`src/rtl/axi_pkg.sv`:
```
// axi_pkg: burst/response codes and channel state types shared by axi_burst_mem
package axi_pkg;
    typedef enum logic [1:0] {FIXED = 2'b00, INCR = 2'b01, WRAP = 2'b10} burst_t;
    localparam logic [1:0] OKAY   = 2'b00;
    localparam logic [1:0] SLVERR = 2'b10;
    typedef enum logic [1:0] {W_IDLE, W_DATA, W_RESP} w_state_t;
    typedef enum logic {R_IDLE, R_DATA} r_state_t;
endpackage

```
`src/rtl/axi_burst_addr.sv`:
```
// axi_burst_addr: next-beat address and illegal-burst detection for one channel
module axi_burst_addr
    import axi_pkg::*;
#(
    parameter int ADDR_W = 8
) (
    input  logic [ADDR_W-1:0] addr,
    input  logic [7:0]        len,
    input  logic [1:0]        burst,
    output logic [ADDR_W-1:0] nxt,
    output logic              bad
);
    logic              wrap_ok;
    logic [ADDR_W-1:0] m;
    always_comb begin
        wrap_ok = len == 8'd1 || len == 8'd3 || len == 8'd7 || len == 8'd15;
        m       = ADDR_W'(len);
        bad     = burst == 2'b11 || (burst == WRAP && !wrap_ok);
        // illegal bursts fall through to INCR stepping
        nxt     = burst == FIXED ? addr :
                  (burst == WRAP && wrap_ok) ? (addr & ~m) | ((addr + 1'b1) & m) :
                  addr + 1'b1;
    end
endmodule

```
`src/rtl/axi_burst_mem.sv`:
```
// axi_burst_mem: burst memory slave with concurrent write and read channels
module axi_burst_mem
    import axi_pkg::*;
#(
    parameter int DATA_W = 32,
    parameter int ADDR_W = 8,
    parameter int DEPTH  = 32
) (
    input  logic              aclk,
    input  logic              reset,
    input  logic              awvalid,
    output logic              awready,
    input  logic [ADDR_W-1:0] awaddr,
    input  logic [7:0]        awlen,
    input  logic [1:0]        awburst,
    input  logic              wvalid,
    output logic              wready,
    input  logic [DATA_W-1:0] wdata,
    input  logic              wlast,
    output logic              bvalid,
    input  logic              bready,
    output logic [1:0]        bresp,
    input  logic              arvalid,
    output logic              arready,
    input  logic [ADDR_W-1:0] araddr,
    input  logic [7:0]        arlen,
    input  logic [1:0]        arburst,
    output logic              rvalid,
    input  logic              rready,
    output logic [DATA_W-1:0] rdata,
    output logic [1:0]        rresp,
    output logic              rlast
);
    localparam int IW = DEPTH > 1 ? $clog2(DEPTH) : 1;
    localparam logic [ADDR_W:0] LIM = (ADDR_W + 1)'(DEPTH);

    logic [DATA_W-1:0] mem [DEPTH];
    w_state_t          ws, ws_n;
    r_state_t          rs, rs_n;
    logic [ADDR_W-1:0] waddr, raddr, w_nxt, r_nxt, rb;
    logic [7:0]        wlen, wcnt, rlen, rcnt;
    logic [1:0]        wburst, rburst;
    logic              werr, w_bad, r_bad, w_err_now;
    logic              aw_hs, w_hs, b_hs, ar_hs, r_hs, w_in, rb_in, w_fin;

    // in IDLE the address units see the incoming request so its legality is known at the handshake
    axi_burst_addr #(.ADDR_W(ADDR_W)) u_waddr (
        .addr  (ws == W_IDLE ? awaddr : waddr),
        .len   (ws == W_IDLE ? awlen : wlen),
        .burst (ws == W_IDLE ? awburst : wburst),
        .nxt   (w_nxt),
        .bad   (w_bad)
    );

    axi_burst_addr #(.ADDR_W(ADDR_W)) u_raddr (
        .addr  (rs == R_IDLE ? araddr : raddr),
        .len   (rs == R_IDLE ? arlen : rlen),
        .burst (rs == R_IDLE ? arburst : rburst),
        .nxt   (r_nxt),
        .bad   (r_bad)
    );

    always_comb begin
        aw_hs     = awvalid && awready;
        w_hs      = wvalid && wready;
        b_hs      = bvalid && bready;
        ar_hs     = arvalid && arready;
        r_hs      = rvalid && rready;
        w_fin     = wcnt == wlen;
        w_in      = {1'b0, waddr} < LIM;
        w_err_now = werr || !w_in || (wlast != w_fin);
        rb        = ar_hs ? araddr : r_nxt;
        rb_in     = {1'b0, rb} < LIM;
        ws_n      = aw_hs ? W_DATA : (w_hs && w_fin) ? W_RESP : b_hs ? W_IDLE : ws;
        rs_n      = ar_hs ? R_DATA : (r_hs && rlast) ? R_IDLE : rs;
    end

    always_ff @(posedge aclk) begin
        if (!reset) begin
            ws      <= W_IDLE;
            awready <= 1'b0;
            wready  <= 1'b0;
            bvalid  <= 1'b0;
            bresp   <= OKAY;
        end else begin
            ws      <= ws_n;
            awready <= ws_n == W_IDLE;
            wready  <= ws_n == W_DATA;
            bvalid  <= ws_n == W_RESP;
            if (aw_hs) begin
                waddr  <= awaddr;
                wlen   <= awlen;
                wburst <= awburst;
                wcnt   <= '0;
                werr   <= w_bad;
            end
            if (w_hs) begin
                waddr <= w_nxt;
                wcnt  <= wcnt + 8'd1;
                werr  <= w_err_now;
                if (w_fin) bresp <= w_err_now ? SLVERR : OKAY;
            end
        end
    end

    always_ff @(posedge aclk) begin
        if (reset && w_hs && w_in) mem[waddr[IW-1:0]] <= wdata;
    end

    // rdata is sampled from mem at the edge, so a same-cycle write is seen only by later beats
    always_ff @(posedge aclk) begin
        if (!reset) begin
            rs      <= R_IDLE;
            arready <= 1'b0;
            rvalid  <= 1'b0;
            rdata   <= '0;
            rresp   <= OKAY;
            rlast   <= 1'b0;
        end else begin
            rs      <= rs_n;
            arready <= rs_n == R_IDLE;
            rvalid  <= rs_n == R_DATA;
            if (ar_hs) begin
                rlen   <= arlen;
                rburst <= arburst;
            end
            if (ar_hs || (r_hs && !rlast)) begin
                raddr <= rb;
                rdata <= rb_in ? mem[rb[IW-1:0]] : '0;
                rresp <= (!rb_in || r_bad) ? SLVERR : OKAY;
                rlast <= ar_hs ? arlen == 8'd0 : rcnt + 8'd1 == rlen;
                rcnt  <= ar_hs ? 8'd0 : rcnt + 8'd1;
            end
        end
    end
endmodule

```
`config.mk`:
```
export PLATFORM = sky130hd
export DESIGN_NAME = axi_burst_mem
export DESIGN_NICKNAME = d
export VERILOG_FILES = /design/src/rtl/axi_pkg.sv /design/src/rtl/axi_burst_addr.sv /design/src/rtl/axi_burst_mem.sv
export SDC_FILE = /design/constraint.sdc
export NUM_CORES = 2
export LEC_CHECK = 0
export BUFFER_PORTS_ARGS = -buffer_cell sky130_fd_sc_hd__buf_2
export CAP_MARGIN = 20
export CORE_MARGIN = 2
export CORE_UTILIZATION = 60
export CTS_CLUSTER_DIAMETER = 150
export DETAILED_ROUTE_END_ITERATION = 8
export PLACE_DENSITY_LB_ADDON = 0.12
export REMOVE_ABC_BUFFERS = 1
export SYNTH_ARGS = -nofsm -noshare
export SYNTH_HDL_FRONTEND = slang
export SYNTH_HIERARCHICAL = 1
export SYNTH_SLANG_ARGS = --single-unit
```
`constraint.sdc`:
```
create_clock -name aclk -period 7.19 [get_ports aclk]
set_clock_uncertainty 0.05 [all_clocks]
set_input_delay 1.0785 -clock aclk [delete_from_list [all_inputs] [get_ports aclk]]
set_output_delay 1.0785 -clock aclk [all_outputs]
set_load 0.05 [all_outputs]
```
==> results.md <==
* RSZ-0062 raised after global routing: no
* Syn Std Cell Area at around 45000 sq um
* Die area at between 70000 and 80000 sq um
* Maxcap violations at 0
* CTS clk-pin slew, worst paths at approximately 0.060 ns
* Worst Tran Pin Value at about 1.2 ns
* Synth top area cells: edfxtp_1 (72%), mux2i_1 (5.1%), mux4_2 (3.1%), nand3_1 (1.9%), mux2_2 (1.9%)
* Vias in the first global route at around 25k
* Reg2Reg Depth at 12
* Critical path destination: rdata[11]
* DP HPWL at 61.45 mm
* Filler Cells Inserted at roughly 4.8k
* Final hold vios at 0
* Largest net degree at the start of global routing at ~120
* Detailed-route wire length per cell at between 30 and 40 um
* Fmax at between 150 and 200 MHz
* Total Routing Usage GR at 0.2989
* CTS resizes at 0
* Die Height at 276.7 um
* CTS tree: yes
* Design area at approximately 50000 sq um
* Post-route DRC at 0
* Reg-to-reg startpoint: rs
* Die X at roughly 280 um
* Minimum clock period at around 5.4 ns
* Synth Instances at approximately 2.6k
* Worst vdd ir at 229.2 uV
* CP Launch Type: flop
* Post-layout util at 0.6831
* Worst Path Required at 7.66 ns
* Post-synth EDFFs at 1077
* Hold Worst Slack at between 0.4 and 0.5 ns
* Crit. End Element: flop
* Iter 0 DRT Violations at about 3.5k
* Final Max Tran Viols at 0
* Reg2Reg Setup Slack at around 1.8 ns
* Post-CTS Setup Bufs at 0
* Overflow after GRT at 0
* H-Tree Depth at 3
* Yosys cell types at between 70 and 80
* Number of I/O pins at 118
* Port buffer count at approximately 120
* CTS Buffer Depth at 3
* Skew-Pair Late Insertion Delay at around 0.67 ns
* Biggest area consumer among synthesized cells: edfxtp_1
* Hold path depth at 2
* Yosys top cell area share at 0.7248
* # diodes at 0
* FF+latch count, synth at between 1k and 1.5k
* Sequential area share after synthesis at 0.7436
* Post-CTS Hold Buffers at 0
* Layout cell share with drive strength beyond 1 at 0.1926
* Crit path arrival time at ~6 ns
* Num Clock Sinks at ~1.1k
* HP Class: flop to flop
* Synthesis Warnings at 6
* Vias per cell at slightly below 7
* DR pass1 iterations at 6
* Area taken by multi-input logic gates at between 10000 and 15000 sq um
* Cts bufs inserted at 109
* Row cnt at 99
* Overall via count from detail_route at roughly 26k
* Nets@finish at approximately 2.8k
* Critical setup path kind: flop to flop
* Fin Setup TNS at 0 ns
* Slew HR at 0.2095
* Initial antenna violation count at 0
* Leak at between 15 and 20 nW
* Final setup viols at 0
* CP startpoint: rs
* Core region area at 73330 sq um
* Register area at ~33000 sq um
* Syn-to-layout area delta at 12.27%
* Initial Util at 0.6085
* Status: finished, final reports clean
* First-pass GRT wire length at about 170 mm
* PwrDens at 290.3 nW/um^2
* Final WS setup at ~1.8 ns
* Critical R2R Capture: rdata[11]
* Synth Flop Type: edfxtp_1
* Final period utilization at 0.7474
* Post-place instance area at ~47000 sq um
* Final WL at between 100 and 150 mm
* Post-DRT Antenna Nets at 0
* Clock Root Buffer: clkbuf_16
* Worst-path maximum fanout at between 80 and 90
* Syn avg cell area at ~17 sq um
* Pre-CTS setup slack at between 1.5 and 2 ns
* Final Wtd Congestion at around 0.8
* Async set or reset register ratio after synthesis at 0
-- sequential cells by signal, indices dropped and copies added (netlist names), 2 cells and up --
| name | count |
|---|---|
| rcnt | 8 |
| raddr | 8 |
| rdata | 32 |
| waddr | 8 |
| rlen | 8 |
| wlen | 8 |
| wburst | 2 |
| wcnt | 8 |
| mem | 1024 |
| rburst | 2 |
| ws | 2 |
-- area by class of cell --
cell class | count | area share
timing repair buffer | 193 | 0.02473
multi-input combinational | 1333 | 0.2174
tap | 959 | 0.02395
clock inverter | 62 | 0.01126
sequential | 1119 | 0.6624
clock buffer | 141 | 0.05932
inverter | 8 | 0.0008992
-- how the worst min path moves through the flow --
stage | start | end | slack (ns)
after floorplan | ws[1] | ws[1] | 0.45
after global placement | rdata[29] | rdata[29] | 0.41
after detailed placement | rdata[29] | rdata[29] | 0.42
after CTS | rdata[29] | rdata[29] | 0.43
after global routing | rdata[29] | rdata[29] | 0.47
final | rdata[29] | rdata[29] | 0.43
-- critical path, cell delays in order (launching register included) --
cell and delay [ns]:
dfxtp_1 0.92, mux2_2 0.38, nor2_1 0.10, xnor2_1 0.76, a21boi_2 0.28, buf_4 0.45, nor2_4 0.09, inv_8 0.61
buf_4 0.40, mux4_2 0.53, a22o_1 0.24, a31oi_1 0.16, o211ai_1 0.11
-- per-stage QoR --
stage | power (mW) | std cells
final | 14.54 | 3815
after global routing | 14.93 | 3815
after CTS | 14.56 | 3813
after detailed placement | 9.019 | 3610
after global placement | 8.985 | 3610
after floorplan | 8.480 | 2460
-- cell usage after synthesis (7+ instances only) --
cell type,number
a31oi_1,27
mux4_2,62
xor2_1,11
o221ai_1,65
a22o_1,23
nor3_1,42
o21ai_0,97
and3_1,13
a222oi_1,31
nor2_1,67
clkbuf_1,106
o211ai_1,35
a21oi_1,38
nand4_1,9
nand2_1,134
dfxtp_1,42
buf_4,14
a2bb2oi_1,31
xnor2_1,32
mux2i_1,227
buf_6,17
buf_2,29
o2111ai_1,31
a32oi_1,8
mux2_2,75
and2_1,7
nand3_1,172
edfxtp_1,1077
a22oi_1,8
-- where the power goes --
part           switching [mW]  internal [mW]  total (mW)
Clock                    2.36           3.26        5.62
Sequential             0.0246           7.16        7.19
Combinational            1.10          0.626        1.73
-- cells in the final DEF, fill, tap and decap left out, types with 34 or more instances in the layout --
| cell | n |
|---|---|
| a21oi_1 | 38 |
| buf_2 | 115 |
| buf_4 | 72 |
| clkbuf_16 | 112 |
| dfxtp_1 | 42 |
| edfxtp_1 | 1077 |
| mux2_2 | 75 |
| mux2i_1 | 227 |
| mux4_2 | 62 |
| nand2_1 | 133 |
| nand3_1 | 171 |
| nor2_1 | 34 |
| nor2_4 | 34 |
| nor3_1 | 39 |
| o211ai_1 | 35 |
| o21ai_0 | 97 |
| o221ai_1 | 65 |
-- layer usage --
metal | routed length (um) | track usage | up-vias
met3 | 11880 | 0.06235 | 285
met4 | 4175 | 0.1105 | 0
met2 | 54260 | 0.4766 | 1488
met5 | 0 | 0.003127 | -
li1 | - | - | 10900
met1 | 44360 | 0.4120 | 13000
-- logic make-up (layout without fill, tap and decap cells) --
group	count (synthesis)	in the layout	synth area share
buffers and inverters	181	404	0.02022
adder cells (fa/ha/maj)	4	4	0.001122
AND/OR/NAND/NOR	481	481	0.05196
other	1	2	0.00008404
XOR/XNOR	43	43	0.008440
flip-flops	1119	1119	0.7436
multiplexers	366	366	0.1018
AO/OA/AOI/OAI	437	437	0.07271
Note: power is estimated with default switching activity, not from simulation.
